## src/rtl/pc_gen.sv

```systemverilog
// Program-counter generator: PC register, next-fetch-address selection and an optional
// return-address stack, built only when the PC_GEN_RAS_EN macro is defined.
module pc_gen #(
    parameter int          WIDTH     = 32,
    parameter logic [31:0] RESET_PC  = 32'h0000_3000,
    parameter logic [31:0] EXC_VEC   = 32'h0000_4180,
    parameter int          RAS_DEPTH = 4
) (
    input  logic             clk,
    input  logic             rst,
    input  logic             stall,
    input  logic             exc_req,
    input  logic [2:0]       npcop,
    input  logic             br_taken,
    input  logic [15:0]      imm16,
    input  logic [25:0]      imm26,
    input  logic [WIDTH-1:0] rs_data,
    output logic [WIDTH-1:0] pc,
    output logic [WIDTH-1:0] pc_plus4,
    output logic [WIDTH-1:0] npc,
    output logic             addr_err,
    output logic             ras_hit
);

    localparam logic [WIDTH-1:0] RESET_PC_W = WIDTH'(RESET_PC);
    localparam logic [WIDTH-1:0] EXC_VEC_W  = WIDTH'(EXC_VEC);

    function automatic logic misaligned(input logic [1:0] lsb);
        return lsb != 2'b00;
    endfunction

    logic [WIDTH-1:0] pc_r;
    logic             addr_err_r;
    logic [WIDTH-1:0] pc_plus4_s;
    logic [WIDTH-1:0] br_tgt_s;
    logic [WIDTH-1:0] jmp_tgt_s;
    logic [WIDTH-1:0] jr_tgt_s;
    logic             jr_err_s;
    logic [WIDTH-1:0] npc_s;
    logic             err_next_s;
    logic             ras_hit_s;

`ifdef PC_GEN_RAS_EN
    localparam int PTR_W = (RAS_DEPTH > 1) ? $clog2(RAS_DEPTH) : 1;
    localparam int CNT_W = $clog2(RAS_DEPTH + 1);
    localparam logic [CNT_W-1:0] DEPTH_C = CNT_W'(RAS_DEPTH);

    logic [WIDTH-1:0] ras_mem_r [RAS_DEPTH];
    logic [PTR_W-1:0] top_r;
    logic [PTR_W-1:0] top_inc_s;
    logic [CNT_W-1:0] cnt_r;
    logic             ras_avail_s;
    logic [WIDTH-1:0] ras_top_s;
    logic             push_s;
    logic             pop_s;
`endif

    // Candidate targets; a misaligned register target is redirected to the vector
    always_comb begin
        pc_plus4_s = pc_r + WIDTH'(32'd4);
        br_tgt_s   = pc_plus4_s + {{(WIDTH-18){imm16[15]}}, imm16, 2'b00};
        jmp_tgt_s  = {pc_r[WIDTH-1:28], imm26, 2'b00};
        jr_err_s   = misaligned(rs_data[1:0]);
        if (jr_err_s) begin
            jr_tgt_s = EXC_VEC_W;
        end else begin
            jr_tgt_s = rs_data;
        end
    end

`ifdef PC_GEN_RAS_EN
    // Stack pointers: the pointer wraps naturally because the depth is a power of two
    always_comb begin
        top_inc_s   = top_r + PTR_W'(1);
        ras_avail_s = cnt_r != {CNT_W{1'b0}};
        ras_top_s   = ras_mem_r[top_r];
    end
`endif

    // Next-PC selection with rst > exc_req > stall > npcop priority
    always_comb begin
        npc_s      = pc_plus4_s;
        err_next_s = 1'b0;
        ras_hit_s  = 1'b0;
`ifdef PC_GEN_RAS_EN
        push_s     = 1'b0;
        pop_s      = 1'b0;
`endif
        if (rst) begin
            npc_s = RESET_PC_W;
        end else if (exc_req) begin
            npc_s = EXC_VEC_W;
        end else if (stall) begin
            npc_s = pc_r;
        end else begin
            case (npcop)
                3'b000: npc_s = pc_plus4_s;
                3'b001: npc_s = br_taken ? br_tgt_s : pc_plus4_s;
                3'b010: npc_s = jmp_tgt_s;
                3'b011: begin
                    npc_s      = jr_tgt_s;
                    err_next_s = jr_err_s;
                end
                3'b100: begin
                    npc_s = jmp_tgt_s;
`ifdef PC_GEN_RAS_EN
                    push_s = 1'b1;
`endif
                end
                3'b101: begin
`ifdef PC_GEN_RAS_EN
                    if (ras_avail_s) begin
                        npc_s     = ras_top_s;
                        ras_hit_s = 1'b1;
                        pop_s     = 1'b1;
                    end else begin
                        npc_s      = jr_tgt_s;
                        err_next_s = jr_err_s;
                    end
`else
                    npc_s      = jr_tgt_s;
                    err_next_s = jr_err_s;
`endif
                end
                default: npc_s = pc_plus4_s;
            endcase
        end
    end

    // Architectural PC and the one-cycle misaligned-target flag
    always_ff @(posedge clk) begin
        if (rst) begin
            pc_r       <= RESET_PC_W;
            addr_err_r <= 1'b0;
        end else begin
            pc_r       <= npc_s;
            addr_err_r <= err_next_s;
        end
    end

`ifdef PC_GEN_RAS_EN
    // Stack bookkeeping; a push when full keeps the count saturated and overwrites the oldest
    always_ff @(posedge clk) begin
        if (rst) begin
            top_r <= {PTR_W{1'b0}};
            cnt_r <= {CNT_W{1'b0}};
        end else if (push_s) begin
            top_r <= top_inc_s;
            if (cnt_r != DEPTH_C) begin
                cnt_r <= cnt_r + CNT_W'(1);
            end
        end else if (pop_s) begin
            top_r <= top_r - PTR_W'(1);
            cnt_r <= cnt_r - CNT_W'(1);
        end
    end

    // Stack storage carries no reset; entries are only read when counted valid
    always_ff @(posedge clk) begin
        if (push_s) begin
            ras_mem_r[top_inc_s] <= pc_plus4_s;
        end
    end
`endif

    assign pc       = pc_r;
    assign pc_plus4 = pc_plus4_s;
    assign npc      = npc_s;
    assign addr_err = addr_err_r;
    assign ras_hit  = ras_hit_s;

endmodule

```

## config.mk

```make
export PLATFORM = sky130hd
export DESIGN_NAME = pc_gen
export DESIGN_NICKNAME = d
export VERILOG_FILES = /design/src/rtl/pc_gen.sv
export SDC_FILE = /design/constraint.sdc
export NUM_CORES = 1
export LEC_CHECK = 0
export CORE_MARGIN = 3
export CORE_UTILIZATION = 35
export CTS_BUF_LIST = sky130_fd_sc_hd__clkbuf_16
export CTS_CLUSTER_SIZE = 20
export DETAILED_ROUTE_END_ITERATION = 16
export PLACE_DENSITY = 0.75
export SLEW_MARGIN = 20
export SYNTH_ARGS = -nofsm -noshare
export SYNTH_HDL_FRONTEND = slang
export SYNTH_SLANG_ARGS = --single-unit
```

## constraint.sdc

```tcl
create_clock -name clk -period 5.1 [get_ports clk]
set_input_delay 1.53 -clock clk [delete_from_list [all_inputs] [get_ports clk]]
set_output_delay 1.53 -clock clk [all_outputs]
set_load 0.05 [all_outputs]
```

==> summary.md, run 1 <==
| Metric | Value |
|---|---|
| # nets final | 1100 |
| Max-slew violation count | 0 |
| CTS tree | done |
| Power after layout | about 1.7 mW |
| Fin crit share | 1.11 |
| Worst endpoint required time | 3570 ps |
| Ys flop type | dfxtp_1 |
| Ports | 180 |
| Clk root buf | clkbuf_16 |
| Clock-pin slew on the worst setup and hold paths | 60 ps |
| GR Overflow Total | 0 |
| Core footprint | 0.0117 mm² |
| Via Count | 7099 |
| Worst path slowest cell | or3b_4 |
| Worst Path Arrival | 4150 ps |
| Worst setup path class | reg -> out |
| Diodes inserted | 0 |
| Syn_nets | 702 |
| Slew margin rel. | 0.619 |
| Detailed Place HPWL | 17.2 mm |
| Die area | 0.0135 mm² |
| Dpl ws | -917 ps |
| Via density | ~6.3 |
| Critical path endpoint category | output port |
| Syn Area/Cell | 7.31 µm² |
| Tmin final | 5680 ps |
| Initial DRC count | 587 |
| TritonCTS buffer count | 5 |
| CP peak stage delay | about 390 ps |
| Dpl cells | 1066 |
| Syn Inst Count | 583 |
| Clock latency on the worst-skew pair | 290 ps |
| Chip height | about 120 µm |
| Yosys top cell by area | dfxtp_1 |
| Critical path cell sequence | ha_4, nand2_4, nor3_4, nand4_1, xnor2_4, ha_4, and3_4, or3b_4, a21oi_4, o211ai_1, buf_4, buf_4, nand2_4, xnor2_2, o21ai_1, o211ai_1, a21oi_2, buf_12 |
| Die Width | 116 µm |
| Wire per inst | 23.6 µm |
| Non-Filler Instances | around 1100 |
| Leak pwr | 4.23 nW |
| Setup Skew | around 5.7 ps |
| Post-synth ARST share | 0 |
| Sequential area share after synthesis | 0.155 |
| Max Cap Viol | 0 |
| RSZ-0062 raised after global routing | true |
| Setup slack after layout | -578 ps |
| Layout cell share with drive strength beyond 1 | 0.511 |
| Number of warnings issued by yosys | 0 |
| Final wirelength | ~27 mm |
| H-tree depth | 2 |
| Hold Fails Final Rpt | 0 |
| FP Rows | 39 |
| P per Cell Area | approximately 170 mW/mm² |
| Largest net degree at the start of global routing | 21 |
| Final instance area | around 0.01 mm² |
| Post-DP Area | 0.00858 mm² |
| Setup Viol. Count Final | 25 |
| Tightest Pin Transition | around 570 ps |
| Fmax | 0.176 GHz |
| Synth-to-layout area growth | 135% |
| Peak supply drop | 0.120 mV |
| #FFs+latches synth | 33 |
| First-pass GRT wire length | approximately 36 mm |
| Top cells by area, synth | dfxtp_1 (16%), ha_1 (11%), xnor2_1 (6.8%), a21oi_1 (6.6%), a221oi_1 (5.3%) |
| Max clock buf depth | 2 |
| Final Util | 0.858 |
| Initial core utilization | 0.365 |
| DRC viols | 0 |
| GRT Total Usage | 0.339 |
| Vias in the first global route | ~7000 |
| Crit-path max FO | 5 |
| Cell variety after synth | 58 |
| Buffers on Ports | between 150 and 200 |
| Worst min-delay path class | reg -> reg |
| RePlAce Congestion | ~1 |
| CTS Hold Bufs | 0 |
| ANT nets after route | 0 |
| Outcome | complete, but fails checks |
| CP startpoint kind | flop |
| Mapped Area | 0.00426 mm² |
| Drt first pass iters | 6 |
| Failing checks | setup timing |
| # clock sinks | 33 |
| Top-area cell type share of the netlist area | 0.155 |
| Post-synth EDFFs | 0 |
| Initial antenna violation count | 0 |
[worst max-delay path: cells and delay by family (launching register included)]
family	cells	cell delay, ps
buffers and inverters	3	490
adders and majority gates	2	420
and+or+nand+nor	6	1350
AOI/OAI and AO/OA	5	940
DFF	1	370
xor gates and xnor gates	2	300
[through the flow]
stage | TNS, ps | hold WS (ps)
3_5_place_dp | -17680 | 461
6_report | -7960 | 475
4_1_cts | -5320 | 476
3_3_place_gp | -16310 | 452
5_1_grt | -10370 | 493
2_1_floorplan | -2540 | 692
[final cells by class]
type	instances	area, µm²
clock inverters	2	35.0
repair buffers	416	3950
fillers	565	1650
clock buffers	5	125
well taps	143	179
flip-flops and latches	33	718
inverters	14	52.6
multi-input cells	511	4950
[placed cells by master, fill, tap and decap left out, types with 9 or more instances in the layout]
cell type,instances
ha_4,23
inv_1,12
ha_1,10
xor2_1,9
a21oi_2,17
a221oi_1,13
dfxtp_1,15
nand4_1,13
dfxtp_4,14
a21o_1,15
clkdlybuf4s50_1,127
a221o_1,13
xnor2_4,10
a221oi_2,11
buf_12,32
xnor2_1,9
buf_4,219
nand2_1,39
nor3_4,9
xnor2_2,14
nor2_2,10
a21oi_1,33
nand3_1,14
nor3_1,9
buf_6,23
nor2_1,44
o21ai_0,30
[sequential cells by signal, indices dropped and copies added (netlist names)]
| register | flops |
|---|---|
| addr_err | 1 |
| pc | 32 |
[path summary, 6_finish.rpt]
check,startpoint,to,slack (ps),cells after the start
setup / recovery,pc[3],npc[21],-580,18
setup reg to reg,pc[3],pc[21],960,20
hold reg to reg,pc[1],pc[1],480,2
hold / removal,pc[1],pc[1],480,2
[cell families after synthesis]
logic type / after synthesis / share of synthesized area
compound gates: 218 / 0.346
buf+inv: 39 / 0.0437
mux: 3 / 0.00734
flops: 33 / 0.155
xor+xnor: 52 / 0.107
simple gates: 200 / 0.230
fa+ha+maj: 37 / 0.110
other cells: 1 / 0.000880
[timing repair]
action                     CTS  global route
pin swaps                   98            81
buffers inserted            25            30
resized for setup          158            86
setup endpoints to repair   29            27
[cell usage after synthesis (all sizes together), types with 3 or more instances]
| master | number |
|---|---|
| nor3 | 21 |
| nor2b | 5 |
| nand3 | 17 |
| nand4 | 13 |
| xnor2 | 33 |
| or3 | 4 |
| a221oi | 26 |
| o21a | 4 |
| a31oi | 15 |
| or2 | 3 |
| buf | 7 |
| and4 | 3 |
| a21oi | 57 |
| xor2 | 19 |
| inv | 14 |
| a211oi | 6 |
| a21o | 15 |
| o21ai | 42 |
| ha | 36 |
| clkbuf | 18 |
| dfxtp | 33 |
| and3 | 12 |
| a22oi | 6 |
| a31o | 6 |
| o221ai | 3 |
| o22ai | 5 |
| a2111oi | 3 |
| o211ai | 8 |
| nor2 | 60 |
| and2 | 3 |
| nand2 | 46 |
| o2111ai | 3 |
| nand2b | 8 |
| a221o | 13 |
[power by group]
group / internal [mW] / switching [mW]
combinational: 0.478 / 0.541
clock: 0.227 / 0.128
sequential: 0.267 / 0.0139
[layer usage]
| metal | up-vias | wire length [µm] | track usage |
|---|---|---|---|
| met5 | - | 0 | 0 |
| met4 | 0 | 1670 | 0.134 |
| met3 | 161 | 2480 | 0.0668 |
| met2 | 523 | 12900 | 0.592 |
| met1 | 3400 | 9440 | 0.410 |
| li1 | 3015 | - | - |
No activity file was read; power rests on OpenSTA's default activity.
==> run 2, diff against run 1 <==
- clock period: 5.1 -> 4.65 ns (I/O delays scaled with it)
==> summary.md, run 2 (synthesis results as in run 1) <==
| Metric | Value |
|---|---|
| Outcome | complete, but fails checks |
| Failing checks | setup timing |
| Peak supply drop | 0.149 mV (+24%) |
| Worst setup path class | reg -> out |
| Via density | 6.30 (-0.30%) |
| Clk root buf | clkbuf_16 |
| Wire per inst | 24.1 µm (+2.1%) |
| Hold Fails Final Rpt | 0 (unchanged) |
| Initial DRC count | 641 (+9.2%) |
| Drt first pass iters | 5 (-1) |
| CP startpoint kind | flop |
| Setup slack after layout | -862 ps (-284 ps) |
| Initial core utilization | 0.365 (unchanged) |
| Clock-pin slew on the worst setup and hold paths | 60 ps (about the same) |
| Most frequent cells in the layout | buf_4 (224), clkdlybuf4s50_1 (126), nor2_1 (42) |
| Clock latency on the worst-skew pair | 290 ps (about the same) |
| Synth-to-layout area growth | 140% |
| Fin crit share | 1.19 |
| Setup Viol. Count Final | 24 (-4.0%) |
| Final wirelength | 27.6 mm (+4.1%) |
| Fmax | ~0.18 GHz |
| Worst endpoint required time | 3250 ps (-320 ps) |
| DRC viols | 0 (unchanged) |
| First-pass GRT wire length | 38.4 mm (+7.1%) |
| Via Count | 7216 (+1.6%) |
| GRT Total Usage | 0.364 (+0.0247) |
| Chip height | 116 µm (unchanged) |
| RSZ-0062 raised after global routing | true |
| Critical path endpoint category | output port |
| Worst path slowest cell | or4_4 |
| Detailed Place HPWL | 17.5 mm (+1.9%) |
| Non-Filler Instances | 1146 (+2.0%) |
| # nets final | 1120 (+1.8%) |
| Dpl cells | 1080 (+1.3%) |
| Vias in the first global route | 7402 (+8.5%) |
| Critical path cell sequence | ha_4, nand2_4, nor3_4, nand4_1, xnor2_4, ha_4, and3_4, or3b_4, a21oi_4, buf_4, buf_4, o21ai_2, nand2_2, a31oi_4, and3b_1, or4_4, a21oi_4, buf_12 |
| H-tree depth | 2 (unchanged) |
| Dpl ws | -1200 ps (-282 ps) |
| Power after layout | 1.79 mW (+8.2%) |
| FP Rows | 39 (unchanged) |
| Crit-path max FO | 4 (-1) |
| Die area | 0.0135 mm² (unchanged) |
| Leak pwr | 4.32 nW (+2.2%) |
| Tightest Pin Transition | 684 ps (+114 ps) |
| GR Overflow Total | 0 (unchanged) |
| Initial antenna violation count | 2 (+2) |
| Largest register FFs | 32 (unchanged) |
| RePlAce Congestion | 0.995 (+2.1%) |
| # clock sinks | 33 (unchanged) |
| Fillers | 550 (-2.7%) |
| Slew margin rel. | 0.539 (-0.0797) |
| Worst min-delay path class | reg -> reg |
| Layout cell share with drive strength beyond 1 | 0.536 (+0.0252) |
| Max-slew violation count | 0 (unchanged) |
| Area taken by multi-input logic gates | 0.00503 mm² (+1.6%) |
| Reg area | 718 µm² (unchanged) |
| Tmin final | 5510 ps |
| Most common cell after layout, fill and taps aside | buf_4 |
| Buffers on Ports | 178 (unchanged) |
| CTS tree | done |
| Setup TNS | -13820 ps (-5860 ps) |
| Max clock buf depth | 2 (unchanged) |
| Setup Skew | 9.17 ps (+3.49 ps) |
| Largest net degree at the start of global routing | 21 (unchanged) |
| CP peak stage delay | 440 ps (+50 ps) |
| P per Cell Area | 175 mW/mm² (+6.0%) |
| Worst Path Arrival | 4120 ps (-30 ps) |
| CTS Hold Bufs | 0 (unchanged) |
| ANT nets after route | 0 (unchanged) |
| Ports | 180 (unchanged) |
| TritonCTS buffer count | 5 (unchanged) |
| Core footprint | 0.0117 mm² (unchanged) |
| Max Cap Viol | 0 (unchanged) |
| Die Width | 116 µm (unchanged) |
run 2: cell count changes in the layout (fill, tap and decap cells not counted), sizes merged:
cell | before | now
clkbuf | 8 | 7
inv | 14 | 17
clkdlybuf4s15 | 0 | 3
clkdlybuf4s50 | 127 | 126
dlymetal6s2s | 2 | 0
bufinv | 1 | 0
buf | 282 | 300
diode | 0 | 1
dlygate4sd2 | 2 | 5
clkinv | 1 | 0
run 2: critical path, delay by kind of cell, from the launching register on:
kind	cells	cell delay (ps)
AND/OR/NAND/NOR	8	1890
flip-flops	1	380
adder cells (fa/ha/maj)	2	440
XOR/XNOR	1	220
AO/OA/AOI/OAI	4	510
buffers and inverters	3	390
run 2: area by class of cell:
class	instances	share of cell area
flip-flops and latches	33	0.0703
clock inverters	3	0.00110
well taps	143	0.0175
diodes	1	0.000245
multi-input cells	511	0.492
clock buffers	5	0.0123
repair buffers	436	0.401
inverters	14	0.00515
run 2: stage by stage:
stage                     utilization  hold slack, ps  area, µm²
after CTS                       0.842             473       9820
final                           0.876             469      10200
after floorplan                     -             692       4990
after global placement          0.736             460       8580
after detailed placement        0.736             464       8580
after global routing            0.876             506      10200
run 2: layer usage:
layer,track usage,wire (µm),vias to the layer above
met5,0,14,-
met4,0.215,1900,2
met3,0.0668,2470,174
li1,-,-,3062
met2,0.622,13500,528
met1,0.423,9710,3450
run 2: what timing repair did:
action / 4_1_cts / 5_1_grt
resized for setup: 207 / 68
gates cloned: 1 / 0
endpoints found under the setup margin: 30 / 30
pin swaps: 124 / 78
setup buffers: 45 / 25
run 2: report_power, final:
group	switching [mW]	internal [mW]
clock	0.155	0.194
sequential	0.0138	0.293
combinational	0.609	0.526
run 2: path summary, 6_finish.rpt:
path	cells after the start	end	slack (ps)	from
setup / recovery	18	npc[19]	-860	pc[3]
hold / removal	2	pc[0]	470	pc[0]
setup reg to reg	26	pc[21]	170	pc[3]
hold reg to reg	2	pc[0]	470	pc[0]
==> run 3, diff against run 2 <==
- SKIP_CTS_REPAIR_TIMING: default -> 1
==> summary.md, run 3 (synthesis results as in run 1) <==
| Metric | Value |
|---|---|
| Outcome | complete, but fails checks |
| Failing checks | setup timing |
| Sw Pwr | 0.742 mW (-4.6%) |
| Most common cell after layout, fill and taps aside | buf_4 |
| Core footprint | 0.0117 mm² (unchanged) |
| GRT Total Usage | 0.310 (-0.0536) |
| Fillers | 613 (+11%) |
| Hold Fails Final Rpt | 0 (unchanged) |
| RePlAce Congestion | 0.995 (unchanged) |
| ANT nets after route | 0 (unchanged) |
| DRC viols | 0 (unchanged) |
| Largest register FFs | 32 (unchanged) |
| Critical path endpoint category | output port |
| Worst min-delay path class | reg -> reg |
| Leak pwr | 4.29 nW (-0.68%) |
| Clock-pin slew on the worst setup and hold paths | 60 ps (about the same) |
| Met3 GRT Util | 0.0378 (-0.0290) |
| Initial DRC count | 665 (+3.7%) |
| Met1 usage | 0.396 (-0.0277) |
| # nets final | 1096 (-2.1%) |
| Worst Path Arrival | 4060 ps (-60 ps) |
| Gr busiest metal | met2 |
| Max-slew violation count | 0 (unchanged) |
| Seq pwr share | 0.177 (+0.006) |
| Setup slack after layout | -803 ps (+59.2 ps) |
| Diodes inserted | 0 (-1) |
| Tmin final | 5450 ps (-59.2 ps) |
| Fin crit share | 1.17 (-0.0127) |
| Clock latency on the worst-skew pair | 290 ps (about the same) |
| Synth-to-layout area growth | 134% |
| Max Cap Viol | 0 (unchanged) |
| Comb pwr share | 0.628 (-0.006) |
| Setup TNS | -14640 ps (-820 ps) |
| Vias in the first global route | 6484 (-12%) |
| FP Rows | 39 (unchanged) |
| Tightest Pin Transition | 585 ps (-99.6 ps) |
| Setup Viol. Count Final | 25 (+4.2%) |
| Final wirelength | 26.0 mm (-5.6%) |
| # clock sinks | 33 (unchanged) |
| Crit-path max FO | 4 (unchanged) |
| Dpl ws | -1200 ps (unchanged) |
| Fmax | 0.183 GHz (+1.1%) |
| Largest net degree at the start of global routing | 21 (unchanged) |
| Clk root buf | clkbuf_16 |
| Max clock buf depth | 2 (unchanged) |
| Die Width | 116 µm (unchanged) |
| Internal power | 0.988 mW (-2.5%) |
| Most frequent cells in the layout | buf_4 (217), clkdlybuf4s50_1 (126), nor2_1 (43) |
| GR Overflow Total | 0 (unchanged) |
| Sw Share | 0.429 (-0.00514) |
| Via Count | 6985 (-3.2%) |
| TritonCTS buffer count | 5 (unchanged) |
| First-pass GRT wire length | 33.1 mm (-14%) |
| Setup Skew | 6.89 ps (-2.28 ps) |
| Peak supply drop | 0.166 mV (+12%) |
| RSZ-0062 raised after global routing | true |
| Hold slack final | 471 ps (+1.45 ps) |
| H-tree depth | 2 (unchanged) |
| Wire per inst | 23.2 µm (-3.5%) |
| Drt first pass iters | 5 (unchanged) |
| Buffers on Ports | 178 (unchanged) |
| CTS tree | done |
| Initial antenna violation count | 0 (-2) |
| Chip height | 116 µm (unchanged) |
| P per Cell Area | 174 mW/mm² (-0.94%) |
| Via density | 6.23 (-1.0%) |
| Clk pwr share | 0.194 (about the same) |
| Worst endpoint required time | 3250 ps (about the same) |
| Met2 Usage GRT | 0.533 (-0.0892) |
| Initial core utilization | 0.365 (unchanged) |
| Worst setup path class | reg -> out |
| Power after layout | 1.73 mW (-3.4%) |
| Ports | 180 (unchanged) |
| Slew margin rel. | 0.606 (+0.0671) |
| CP startpoint kind | flop |
| Die area | 0.0135 mm² (unchanged) |
| Detailed Place HPWL | 17.5 mm (unchanged) |
| Layout cell share with drive strength beyond 1 | 0.514 (-0.0216) |
==> run 3: cell type report <==
| type | instances | area [µm²] | area share |
|---|---|---|---|
| Clock buffer | 5 | 125 | 0.0126 |
| Clock inverter | 3 | 11.3 | 0.00113 |
| Inverter | 14 | 52.6 | 0.00528 |
| Multi-Input combinational cell | 511 | 4950 | 0.497 |
| Sequential cell | 33 | 718 | 0.0721 |
| Tap cell | 143 | 179 | 0.0180 |
| Timing Repair Buffer | 412 | 3920 | 0.394 |
==> run 3: per-layer routing <==
layer	share of wire	vias to the layer above
met5	0	-
met4	0.060	0
met3	0.082	150
met2	0.48	481
met1	0.37	3336
li1	-	3018
==> run 3: metrics by stage <==
stage               cell area, µm²  cells   util
global route                  9960   1121  0.854
detailed placement            8580   1080  0.736
CTS                           8720   1088  0.747
global placement              8580   1080  0.736
finish                        9960   1121  0.854
floorplan                     4990    583      -
==> run 3: worst max-delay path: stages (launching register included) <==
cell       delay [ps]
dfxtp_4           370
ha_4              160
nand2_4            70
nor3_4            300
nand4_1           220
buf_6             190
buf_4             150
xnor2_2           150
ha_4              320
nand2_2           110
nor2_2            150
a21oi_2            70
buf_4             160
or2_4             250
o2111ai_4          80
and3_4            270
buf_6             110
mux2i_2           220
nor3_2             90
nor3_4            160
buf_12            160
==> run 3: final timing paths <==
path	endpoint	startpoint	slack, ps	cells after the start
hold reg to reg	pc[0]	pc[0]	470	2
setup / recovery	npc[31]	pc[2]	-800	20
setup reg to reg	pc[27]	pc[2]	820	17
hold / removal	pc[0]	pc[0]	470	2
==> run 3: power groups by stage <==
| stage | logic (mW) | registers [mW] | clock network [mW] |
|---|---|---|---|
| 6_report | 1.09 | 0.307 | 0.336 |
| 5_1_grt | 1.13 | 0.308 | 0.344 |
| 4_1_cts | 0.896 | 0.306 | 0.333 |
| 3_5_place_dp | 0.891 | 0.312 | 0 |
| 3_3_place_gp | 0.875 | 0.311 | 0 |
| 2_1_floorplan | 0.410 | 0.368 | 0 |
